## src/rtl/core_seq_pkg.sv

```systemverilog
// Shared types and defaults for the multi-cycle execution sequencer.
package core_seq_pkg;

    localparam int ADDR_W_DEF      = 6;
    localparam int RET_W_DEF       = 16;
    localparam int WDOG_CYCLES_DEF = 16;

    localparam logic [3:0] HALT_OP = 4'hF;

    typedef enum logic [2:0] {
        SEQ_IDLE,
        SEQ_FETCH,
        SEQ_DECODE,
        SEQ_READ,
        SEQ_EXEC,
        SEQ_WB,
        SEQ_HALT,
        SEQ_ERR
    } seq_state_e;

    function automatic logic is_busy(seq_state_e s);
        return !(s inside {SEQ_IDLE, SEQ_HALT, SEQ_ERR});
    endfunction

endpackage

```

## src/rtl/core_seq_ctrl_if.sv

```systemverilog
// Sequencer <-> datapath handshake bundle; master is the sequencer side.
interface core_seq_ctrl_if
    import core_seq_pkg::*;
#(
    parameter int ADDR_W = ADDR_W_DEF,
    parameter int RET_W  = RET_W_DEF
) ();

    logic              start;
    logic              halt_req;
    logic              instr_valid;
    logic [3:0]        instr_opcode;
    logic              next_instr;
    logic              dec_start;
    logic              dec_done;
    logic              rf_rd_req;
    logic              rf_op_done;
    logic              alu_data_valid;
    logic              rd_wr_en;
    logic              wb_en;
    logic [ADDR_W-1:0] pc;
    logic [RET_W-1:0]  retired;
    logic              busy;
    logic              halted;
    logic              err;

    modport master (
        input  start, halt_req, instr_valid, instr_opcode, dec_done,
               rf_op_done, alu_data_valid, rd_wr_en,
        output next_instr, dec_start, rf_rd_req, wb_en, pc, retired,
               busy, halted, err
    );

    modport slave (
        output start, halt_req, instr_valid, instr_opcode, dec_done,
               rf_op_done, alu_data_valid, rd_wr_en,
        input  next_instr, dec_start, rf_rd_req, wb_en, pc, retired,
               busy, halted, err
    );

endinterface

```

## src/rtl/core_seq_wdog.sv

```systemverilog
// Per-state stall timer: reloads on clear, pulses timeout after WDOG_CYCLES enabled cycles.
module core_seq_wdog #(
    parameter int WDOG_CYCLES = 16
) (
    input  logic clk,
    input  logic reset,
    input  logic clr_i,
    input  logic en_i,
    output logic timeout_o
);

    localparam int CNT_W = $clog2(WDOG_CYCLES + 1);
    localparam logic [CNT_W-1:0] LOAD = CNT_W'(WDOG_CYCLES - 1);

    logic [CNT_W-1:0] cnt_q, cnt_d;

    always_comb begin
        cnt_d = cnt_q;
        if (clr_i) begin
            cnt_d = LOAD;
        end else if (en_i && (cnt_q != '0)) begin
            cnt_d = cnt_q - CNT_W'(1);
        end
    end

    always_ff @(posedge clk) begin
        if (reset) begin
            cnt_q <= LOAD;
        end else begin
            cnt_q <= cnt_d;
        end
    end

    // Terminal count reached in the WDOG_CYCLES-th cycle of the state
    assign timeout_o = en_i && (cnt_q == '0);

endmodule

```

## src/rtl/core_seq_ctrl.sv

```systemverilog
// Multi-cycle fetch/decode/read/exec/writeback sequencer. Watchdog and ERR state
// are built only when CORE_SEQ_WDOG_EN is defined.
//   state  | meaning
//   IDLE   | out of reset, waiting for start
//   FETCH  | fetch request issued, waiting for instr_valid
//   DECODE | decode request issued, waiting for dec_done
//   READ   | register read requested, waiting for rf_op_done
//   EXEC   | waiting for alu_data_valid
//   WB     | one-cycle writeback, pc/retired advance
//   HALT   | stopped by halt opcode or halt_req
//   ERR    | watchdog expired (watchdog build only)
module core_seq_ctrl
    import core_seq_pkg::*;
#(
    parameter int ADDR_W = ADDR_W_DEF,
    parameter int RET_W  = RET_W_DEF
`ifdef CORE_SEQ_WDOG_EN
    , parameter int WDOG_CYCLES = WDOG_CYCLES_DEF
`endif
) (
    input  logic            clk,
    input  logic            reset,
    core_seq_ctrl_if.master bus
);

    seq_state_e        state_q, state_d;
    logic [ADDR_W-1:0] pc_q, pc_d;
    logic [RET_W-1:0]  retired_q, retired_d;
    logic              halt_pend_q, halt_pend_d;
    logic              err_q, err_d;
    logic              next_instr_q, dec_start_q, rf_rd_req_q, wb_en_q;
    logic              busy_q, halted_q;
    logic              entry, start_ok, wdog_to;

    assign entry = (state_d != state_q);

`ifdef CORE_SEQ_WDOG_EN
    logic wait_st;
    assign wait_st = state_q inside {SEQ_FETCH, SEQ_DECODE, SEQ_READ, SEQ_EXEC};

    core_seq_wdog #(.WDOG_CYCLES(WDOG_CYCLES)) u_wdog (
        .clk       (clk),
        .reset     (reset),
        .clr_i     (entry),
        .en_i      (wait_st),
        .timeout_o (wdog_to)
    );
`else
    assign wdog_to = 1'b0;
`endif

    always_comb begin
        state_d     = state_q;
        pc_d        = pc_q;
        retired_d   = retired_q;
        halt_pend_d = halt_pend_q;
        err_d       = err_q;
        start_ok    = 1'b0;

        case (state_q)
            SEQ_IDLE, SEQ_HALT, SEQ_ERR: begin
                if (bus.start) begin
                    start_ok  = 1'b1;
                    state_d   = SEQ_FETCH;
                    pc_d      = '0;
                    retired_d = '0;
                    err_d     = 1'b0;
                end
            end
            SEQ_FETCH: begin
                if (bus.instr_valid) begin
                    state_d = (bus.instr_opcode == HALT_OP) ? SEQ_HALT : SEQ_DECODE;
                end else if (wdog_to) begin
                    state_d = SEQ_ERR;
                end
            end
            SEQ_DECODE: begin
                if (bus.dec_done)     state_d = SEQ_READ;
                else if (wdog_to)     state_d = SEQ_ERR;
            end
            SEQ_READ: begin
                if (bus.rf_op_done)   state_d = SEQ_EXEC;
                else if (wdog_to)     state_d = SEQ_ERR;
            end
            SEQ_EXEC: begin
                if (bus.alu_data_valid) state_d = SEQ_WB;
                else if (wdog_to)       state_d = SEQ_ERR;
            end
            SEQ_WB: begin
                pc_d      = pc_q + ADDR_W'(1);
                retired_d = (retired_q == '1) ? retired_q : retired_q + RET_W'(1);
                state_d   = (halt_pend_q || bus.halt_req) ? SEQ_HALT : SEQ_FETCH;
            end
            default: state_d = SEQ_IDLE;
        endcase

        // A start always re-arms the pending halt from the current halt_req
        if (start_ok)                halt_pend_d = bus.halt_req;
        else if (is_busy(state_q))   halt_pend_d = halt_pend_q | bus.halt_req;
        if (entry && (state_d == SEQ_HALT)) halt_pend_d = 1'b0;

        if (entry && (state_d == SEQ_ERR))  err_d = 1'b1;
    end

    always_ff @(posedge clk) begin
        if (reset) begin
            state_q      <= SEQ_IDLE;
            pc_q         <= '0;
            retired_q    <= '0;
            halt_pend_q  <= 1'b0;
            err_q        <= 1'b0;
            next_instr_q <= 1'b0;
            dec_start_q  <= 1'b0;
            rf_rd_req_q  <= 1'b0;
            wb_en_q      <= 1'b0;
            busy_q       <= 1'b0;
            halted_q     <= 1'b0;
        end else begin
            state_q      <= state_d;
            pc_q         <= pc_d;
            retired_q    <= retired_d;
            halt_pend_q  <= halt_pend_d;
            err_q        <= err_d;
            next_instr_q <= entry && (state_d == SEQ_FETCH);
            dec_start_q  <= entry && (state_d == SEQ_DECODE);
            rf_rd_req_q  <= (state_d == SEQ_READ);
            wb_en_q      <= (state_d == SEQ_WB) && bus.rd_wr_en;
            busy_q       <= is_busy(state_d);
            halted_q     <= (state_d == SEQ_HALT);
        end
    end

    assign bus.next_instr = next_instr_q;
    assign bus.dec_start  = dec_start_q;
    assign bus.rf_rd_req  = rf_rd_req_q;
    assign bus.wb_en      = wb_en_q;
    assign bus.pc         = pc_q;
    assign bus.retired    = retired_q;
    assign bus.busy       = busy_q;
    assign bus.halted     = halted_q;
    assign bus.err        = err_q;

endmodule

```

## src/flat_wrapper.sv

```systemverilog
// flat-port wrapper written by rule: the top's interface ports become plain ports
module core_seq_ctrl_flat import core_seq_pkg::*;
#(
    parameter int ADDR_W = ADDR_W_DEF,
    parameter int RET_W  = RET_W_DEF

)
  (clk, reset, bus_start, bus_halt_req, bus_instr_valid, bus_instr_opcode, bus_dec_done, bus_rf_op_done, bus_alu_data_valid, bus_rd_wr_en, bus_next_instr, bus_dec_start, bus_rf_rd_req, bus_wb_en, bus_pc, bus_retired, bus_busy, bus_halted, bus_err);
  core_seq_ctrl_if #(.ADDR_W(ADDR_W), .RET_W(RET_W)) bus_i ();
  input  logic clk;
  input  logic reset;
  input wire logic [$bits(bus_i.start)-1:0] bus_start;
  input wire logic [$bits(bus_i.halt_req)-1:0] bus_halt_req;
  input wire logic [$bits(bus_i.instr_valid)-1:0] bus_instr_valid;
  input wire logic [$bits(bus_i.instr_opcode)-1:0] bus_instr_opcode;
  input wire logic [$bits(bus_i.dec_done)-1:0] bus_dec_done;
  input wire logic [$bits(bus_i.rf_op_done)-1:0] bus_rf_op_done;
  input wire logic [$bits(bus_i.alu_data_valid)-1:0] bus_alu_data_valid;
  input wire logic [$bits(bus_i.rd_wr_en)-1:0] bus_rd_wr_en;
  output wire logic [$bits(bus_i.next_instr)-1:0] bus_next_instr;
  output wire logic [$bits(bus_i.dec_start)-1:0] bus_dec_start;
  output wire logic [$bits(bus_i.rf_rd_req)-1:0] bus_rf_rd_req;
  output wire logic [$bits(bus_i.wb_en)-1:0] bus_wb_en;
  output wire logic [$bits(bus_i.pc)-1:0] bus_pc;
  output wire logic [$bits(bus_i.retired)-1:0] bus_retired;
  output wire logic [$bits(bus_i.busy)-1:0] bus_busy;
  output wire logic [$bits(bus_i.halted)-1:0] bus_halted;
  output wire logic [$bits(bus_i.err)-1:0] bus_err;
  assign bus_i.start = bus_start;
  assign bus_i.halt_req = bus_halt_req;
  assign bus_i.instr_valid = bus_instr_valid;
  assign bus_i.instr_opcode = bus_instr_opcode;
  assign bus_i.dec_done = bus_dec_done;
  assign bus_i.rf_op_done = bus_rf_op_done;
  assign bus_i.alu_data_valid = bus_alu_data_valid;
  assign bus_i.rd_wr_en = bus_rd_wr_en;
  assign bus_next_instr = bus_i.next_instr;
  assign bus_dec_start = bus_i.dec_start;
  assign bus_rf_rd_req = bus_i.rf_rd_req;
  assign bus_wb_en = bus_i.wb_en;
  assign bus_pc = bus_i.pc;
  assign bus_retired = bus_i.retired;
  assign bus_busy = bus_i.busy;
  assign bus_halted = bus_i.halted;
  assign bus_err = bus_i.err;
  core_seq_ctrl #(.ADDR_W(ADDR_W), .RET_W(RET_W)) u_core (.clk(clk), .reset(reset), .bus(bus_i));
endmodule
```

## config.mk

```make
export PLATFORM = sky130hd
export DESIGN_NAME = core_seq_ctrl_flat
export DESIGN_NICKNAME = d
export VERILOG_FILES = /design/src/rtl/core_seq_pkg.sv /design/src/rtl/core_seq_ctrl_if.sv /design/src/rtl/core_seq_wdog.sv /design/src/rtl/core_seq_ctrl.sv /design/src/flat_wrapper.sv
export SDC_FILE = /design/constraint.sdc
export NUM_CORES = 1
export LEC_CHECK = 0
export BUFFER_PORTS_ARGS = -buffer_cell sky130_fd_sc_hd__buf_2
export CORE_ASPECT_RATIO = 1.4
export CORE_MARGIN = 1
export CORE_UTILIZATION = 47
export DETAILED_ROUTE_END_ITERATION = 10
export HOLD_SLACK_MARGIN = 0.12
export PLACE_DENSITY = 0.74
export SYNTH_ARGS = -nofsm -noshare
export SYNTH_HDL_FRONTEND = slang
export SYNTH_SLANG_ARGS = --single-unit
```

## constraint.sdc

```tcl
create_clock -name clk -period 1.5 [get_ports clk]
set_input_delay 0.075 -clock clk [delete_from_list [all_inputs] [get_ports clk]]
set_output_delay 0.075 -clock clk [all_outputs]
set_load 0.1 [all_outputs]
```

==> results of run 1 <==
-- timing repair --
action                                 in CTS  in global routing
hold buffers                                1                  0
pin swaps                                   2                  3
gates cloned                                0                  0
setup endpoints to repair                  32                 31
buffers inserted                            0                  1
resized for setup                          12                 13
endpoints found under the hold margin       1                  0
-- flip-flops by register name, indices dropped and copies added (netlist names) --
signal and cells:
u_core.bus.retired 16, u_core.bus.pc 6, u_core.state_q 3, u_core.bus.busy 1, u_core.bus.dec_start 1, u_core.bus.err 1
u_core.bus.halted 1, u_core.bus.next_instr 1, u_core.bus.rf_rd_req 1, u_core.bus.wb_en 1, u_core.halt_pend_q 1
-- cell families after synthesis --
logic type | count (synthesis) | share of synthesized area [%]
AND/OR/NAND/NOR | 96 | 33.4
multiplexers | 2 | 1.16
AO/OA/AOI/OAI | 36 | 14.0
buffers and inverters | 12 | 4.51
adder cells (fa/ha/maj) | 2 | 1.45
flip-flops | 33 | 38.4
XOR/XNOR | 14 | 7.12
-- power breakdown --
part / internal, mW / switching [mW] / total [mW] / leakage [nW]
Clock: 0.363 / 0.325 / 0.688 / 0.0486
Sequential: 0.869 / 0.0264 / 0.895 / 0.284
Combinational: 0.195 / 0.274 / 0.469 / 0.750
Total: 1.43 / 0.625 / 2.05 / 1.08
-- placed cells by master, fill, tap and decap left out, types with 5 or more instances in the layout --
cell and n:
nand2_1 11, xor2_1 7, nand3_1 9, clkbuf_8 6, nand4_1 8, nor3_1 5
xnor2_1 7, buf_2 41, and2_1 6, buf_4 38, dfxtp_4 20, nor2_1 25
dfxtp_1 10, a21oi_1 13
-- area by class of cell --
| type | instances | share of cell area (%) |
|---|---|---|
| repair buffers | 82 | 20.9 |
| flip-flops and latches | 33 | 29.6 |
| well taps | 40 | 2.00 |
| inverters | 3 | 0.451 |
| multi-input cells | 150 | 43.4 |
| clock buffers | 6 | 3.30 |
| clock inverters | 2 | 0.351 |
-- metrics by stage --
step | utilization (%) | setup TNS (ns) | area [sq um] | cells | hold WS [ns]
floorplan | - | -0.575 | 1810 | 195 | 0.144
global placement | 66.5 | -0.646 | 2290 | 306 | 0.322
detailed placement | 66.5 | -1.27 | 2290 | 306 | 0.321
CTS | 70.9 | 0 | 2440 | 315 | 0.148
global route | 72.6 | -1.47 | 2500 | 316 | 0.180
finish | 72.6 | -0.00532 | 2500 | 316 | 0.162
-- worst max-delay path, cell delays in order (launching register included) --
cell	delay, ns
dfxtp_4	0.40
nor3b_4	0.22
o31ai_2	0.09
buf_4	0.14
a21oi_2	0.15
o22ai_2	0.10
a2111oi_2	0.30
-- routing by layer --
metal  vias to the layer above  GRT usage (%)
met5                         -              0
met4                         0           11.7
met3                         9           5.18
met2                        43           44.9
met1                       813           25.1
li1                        860              -
-- how the worst max path moves through the flow --
stage / to / start / slack (ns) / depth (start not counted)
2_1_floorplan: u_core.bus.retired[1]$_SDFFE_PP0P_ / u_core.bus.retired[2]$_SDFFE_PP0P_ / -0.13 / 5
3_3_place_gp: u_core.bus.halted$_SDFF_PP0_ / u_core.state_q[0]$_SDFF_PP0_ / -0.10 / 7
3_5_place_dp: u_core.halt_pend_q$_SDFFE_PP0P_ / u_core.state_q[0]$_SDFF_PP0_ / -0.14 / 6
4_1_cts: u_core.bus.retired[2]$_SDFFE_PP0P_ / u_core.state_q[1]$_SDFF_PP0_ / 0.01 / 7
5_1_grt: u_core.bus.retired[5]$_SDFFE_PP0P_ / u_core.state_q[1]$_SDFF_PP0_ / -0.09 / 7
6_report: u_core.halt_pend_q$_SDFFE_PP0P_ / u_core.state_q[0]$_SDFF_PP0_ / -0.005 / 6
-- cells in the mapped netlist (2+ instances only) --
library cell,n
a211oi_1,2
a211oi_2,2
a21oi_1,16
and2_1,6
and3_1,2
and3b_1,3
and4_1,2
buf_2,2
buf_4,2
buf_6,3
clkbuf_1,2
dfxtp_1,33
ha_1,2
inv_1,3
mux2i_1,2
nand2_1,11
nand2b_1,2
nand3_1,9
nand4_1,8
nand4b_1,3
nor2_1,26
nor3_1,8
o21ai_0,3
o21ai_2,2
or3_1,2
xnor2_1,7
xor2_1,7
==> impl_metrics.json, run 1 <==
{
  "status": "finished with violations",
  "violations": "setup timing",
  "overflow": 0,
  "clk-insertion-delay-late_ns": 0.28,
  "netlist_instances": 195,
  "crit_required_ns": 1.68,
  "grt_pass1_wl_um": 6950,
  "cts_root_buf": "clkbuf_8",
  "holdPathEnd": "u_core.state_q[2]$_SDFF_PP0_",
  "crit_fanout": 10,
  "cts_tree": "yes",
  "dpl.hpwl_um": 3040,
  "crit_type": "register to register",
  "die_x_um": 53.2,
  "wl_met3_um": 152,
  "routabilityCongestion": 0.777,
  "vias_per_cell": 5.46,
  "synth.top_cell.area_share_pct": 38.4,
  "worstMarginPinSlew_ns": 0.494,
  "pre_cts_ws_ns": -0.142,
  "yosysTopAreaCell": "dfxtp_1",
  "cts_sinks": 33,
  "die-area_sq_mm": 0.00391,
  "start_util_pct": 50.0,
  "fillers": 284,
  "cts_buffer_depth": 2,
  "syn-num-nets": 210,
  "setup_violations": 1,
  "ys_warn_count": 0,
  "arrival_ns": 1.69,
  "fin_crit_sh_pct": 100,
  "setup_ws_ns": -0.00532,
  "highest_layer": "met4",
  "synthToLayoutAreaGrowth_pct": 45.1,
  "min_path_type": "input pin to register",
  "finalHoldViolations": 0,
  "synth_flop_cell": "dfxtp_1",
  "wl_met2_um": 2440,
  "max_freq_mhz": 664,
  "reg2reg_slack_ns": -0.005,
  "min_period_ns": 1.51,
  "slew_headroom_pct": 67.3,
  "grt_use_total_pct": 24.3,
  "yosysUniqueCellTypes": 52,
  "syn_area_sq_mm": 0.00172,
  "synth_area_per_cell_sq_um": 8.83,
  "post_route_cells_drive_above_1_share_pct": 51.4,
  "grt_start_max_net_pins": 16,
  "multi_input_area_sq_mm": 0.00108,
  "synth_async_sr_flop_share_pct": 0,
  "vias": 1725,
  "antenna_cells": 0,
  "p_total_mw": 2.05,
  "synth-edff-count": 0,
  "rows": 25,
  "clock_skew_ns": 0.00224,
  "drt-pass1-iter-count": 4,
  "leakage_nw": 1.08,
  "finalMaxSlewViolations": 0,
  "ant_nets": 0,
  "fp.coreArea_sq_mm": 0.00344,
  "ys_top_cells_by_area": "dfxtp_1, nor2_1, a21oi_1",
  "irDropWorstVdd_v": 0.000719,
  "cp-end-kind": "register",
  "p_per_area_mw_per_mm2": 821,
  "worst_r2r_path_depth": 6,
  "ys_seq_elements": 33,
  "grt_antenna_before_repair": 0,
  "met1Wirelength_um": 1530,
  "final_nets": 290,
  "wire_per_inst_um": 13.3,
  "ys_seq_area_share_pct": 38.4,
  "grt_pass1_vias": 1605,
  "min_from": "reset",
  "drt_iter0_drc": 24,
  "r2r_end": "u_core.halt_pend_q$_SDFFE_PP0P_",
  "route.detailed.drc": 0,
  "die_h_um": 73.6,
  "maxCapViolations": 0,
  "r2r_start": "u_core.state_q[0]$_SDFF_PP0_",
  "ioPinCount": 42,
  "htreeDepth": 2,
  "start_kind": "register",
  "register_area_sq_um": 739,
  "cts_buffers": 5,
  "hold_depth": 2,
  "path_clk_slew_ns": 0.07,
  "rsz0062_at_grt": "true",
  "portBuffers": 41,
  "totalWireLength_um": 4210
}
No activity file was read; power rests on OpenSTA's default activity.
==> run 2, diff against run 1 <==
--- a/config.mk
+++ b/config.mk
@@ -11,6 +11,7 @@
 export CORE_UTILIZATION = 47
 export DETAILED_ROUTE_END_ITERATION = 10
 export HOLD_SLACK_MARGIN = 0.12
+export MAX_ROUTING_LAYER = met4
 export PLACE_DENSITY = 0.74
 export SYNTH_ARGS = -nofsm -noshare
 export SYNTH_HDL_FRONTEND = slang
==> impl_metrics.json, run 2 (synthesis results as in run 1) <==
{
  "p_per_area_mw_per_mm2": 821,
  "vias": 1737,
  "stdcell_area_sq_mm": 0.00250,
  "setup_ws_ns": -0.0113,
  "largest_register_ffs": 16,
  "cts_tree": "yes",
  "fillers": 284,
  "crit_path_cell_trace": "nor3b_4 > o31ai_2 > buf_4 > a21oi_2 > o22ai_2 > a2111oi_2",
  "busiest_layer": "met2",
  "final_nets": 290,
  "use_met1_pct": 25.1,
  "crit_required_ns": 1.68,
  "wire_per_inst_um": 13.3,
  "die-area_sq_mm": 0.00391,
  "cp-end-kind": "register",
  "min_period_ns": 1.51,
  "final_common_cell": "buf_2",
  "ioPinCount": 42,
  "cts_root_buf": "clkbuf_8",
  "grt_use_total_pct": 25.0,
  "finalMaxSlewViolations": 0,
  "met2_usage_pct": 44.9,
  "post_route_cells_drive_above_1_share_pct": 51.4,
  "rows": 25,
  "status": "finished with violations",
  "slowest_delay_ns": 0.41,
  "place_area_sq_mm": 0.00229,
  "die_x_um": 53.2,
  "met3_usage_pct": 5.18,
  "arrival_ns": 1.69,
  "grt_pass1_vias": 1605,
  "die_h_um": 73.6,
  "ant_nets": 0,
  "max_freq_mhz": 662,
  "setup_violations": 1,
  "totalWireLength_um": 4220,
  "utilization_pct": 72.6,
  "portBuffers": 41,
  "worst_r2r_path_depth": 6,
  "finalHoldViolations": 0,
  "grt_antenna_before_repair": 0,
  "pre_cts_ws_ns": -0.142,
  "slew_headroom_pct": 67.3,
  "crit_type": "register to register",
  "drt_iter0_drc": 21,
  "leakage_nw": 1.08,
  "maxCapViolations": 0,
  "route.detailed.drc": 0,
  "irDropWorstVdd_v": 0.000718,
  "synthToLayoutAreaGrowth_pct": 45.1,
  "clock_skew_ns": 0.00228,
  "cpMaxStageDelayCell": "dfxtp_4",
  "holdWs_ns": 0.163,
  "drt-pass1-iter-count": 4,
  "mostFrequentLayoutCells": "buf_2, buf_4, nor2_1, dfxtp_4, a21oi_1",
  "grt_pass1_wl_um": 6950,
  "crit_fanout": 10,
  "antenna_cells": 0,
  "vias_per_cell": 5.50,
  "cts_buffer_depth": 2,
  "path_clk_slew_ns": 0.07,
  "fp.coreArea_sq_mm": 0.00344,
  "hold_depth": 2,
  "min_path_type": "input pin to register",
  "grt_start_max_net_pins": 16,
  "routabilityCongestion": 0.788,
  "fin_crit_sh_pct": 101,
  "rsz0062_at_grt": "true",
  "cts_sinks": 33,
  "cts_buffers": 5,
  "worstMarginPinSlew_ns": 0.494,
  "overflow": 0,
  "htreeDepth": 2,
  "clk-insertion-delay-late_ns": 0.28,
  "start_kind": "register",
  "dpl.hpwl_um": 3040,
  "violations": "setup timing",
  "start_util_pct": 50.0
}
==> run 2: cell counts in the layout (fill, tap and decap cells not counted) <==
No cell type changed its count.
==> run 2: power breakdown <==
part | internal, mW | leakage, nW | total [mW] | switching, mW
Sequential | 0.869 | 0.284 | 0.896 | 0.0267
Combinational | 0.195 | 0.750 | 0.469 | 0.274
Clock | 0.363 | 0.0486 | 0.687 | 0.324
Total | 1.43 | 1.08 | 2.05 | 0.625
==> run 2: timing repair <==
item	CTS	global route
pin swaps	2	3
hold buffers	1	0
resized for setup	12	13
buffers inserted	0	1
endpoints found under the hold margin	1	0
endpoints found under the setup margin	32	31
==> run 2: per-stage QoR <==
stage | cells | setup TNS, ns | total power, mW
2_1_floorplan | 195 | -0.575 | 1.17
3_3_place_gp | 306 | -0.646 | 1.30
3_5_place_dp | 306 | -1.27 | 1.31
4_1_cts | 315 | 0 | 2.04
5_1_grt | 316 | -1.47 | 2.14
6_report | 316 | -0.0113 | 2.05
==> run 2: worst max-delay path: cells and delay by family (launching register included) <==
| family | cells | cell delay [ns] |
|---|---|---|
| compound gates | 4 | 0.64 |
| buf+inv | 1 | 0.14 |
| flops | 1 | 0.41 |
| simple gates | 1 | 0.22 |
==> run 2: final cells by class <==
cell class / count / area (sq um) / area share (%)
clock buffers: 6 / 82.6 / 3.30
clock inverters: 2 / 8.76 / 0.351
multi-input cells: 150 / 1080 / 43.4
inverters: 3 / 11.3 / 0.451
well taps: 40 / 50.0 / 2.00
flip-flops and latches: 33 / 739 / 29.6
repair buffers: 82 / 523 / 20.9
==> run 2: layer usage <==
metal	wire [um]	share of wire, %
met1	1520	36
met2	2420	57
met3	173	4.1
met4	108	2.6
met5	0	0
==> run 2: path summary, 6_finish.rpt <==
| check | startpoint | endpoint | slack, ns |
|---|---|---|---|
| min | reset | u_core.state_q[2]$_SDFF_PP0_ | 0.16 |
| max reg2reg | u_core.state_q[0]$_SDFF_PP0_ | u_core.halt_pend_q$_SDFFE_PP0P_ | -0.01 |
| min reg2reg | u_core.bus.err$_SDFFE_PP0P_ | u_core.bus.err$_SDFFE_PP0P_ | 0.42 |
| max | u_core.state_q[0]$_SDFF_PP0_ | u_core.halt_pend_q$_SDFFE_PP0P_ | -0.01 |
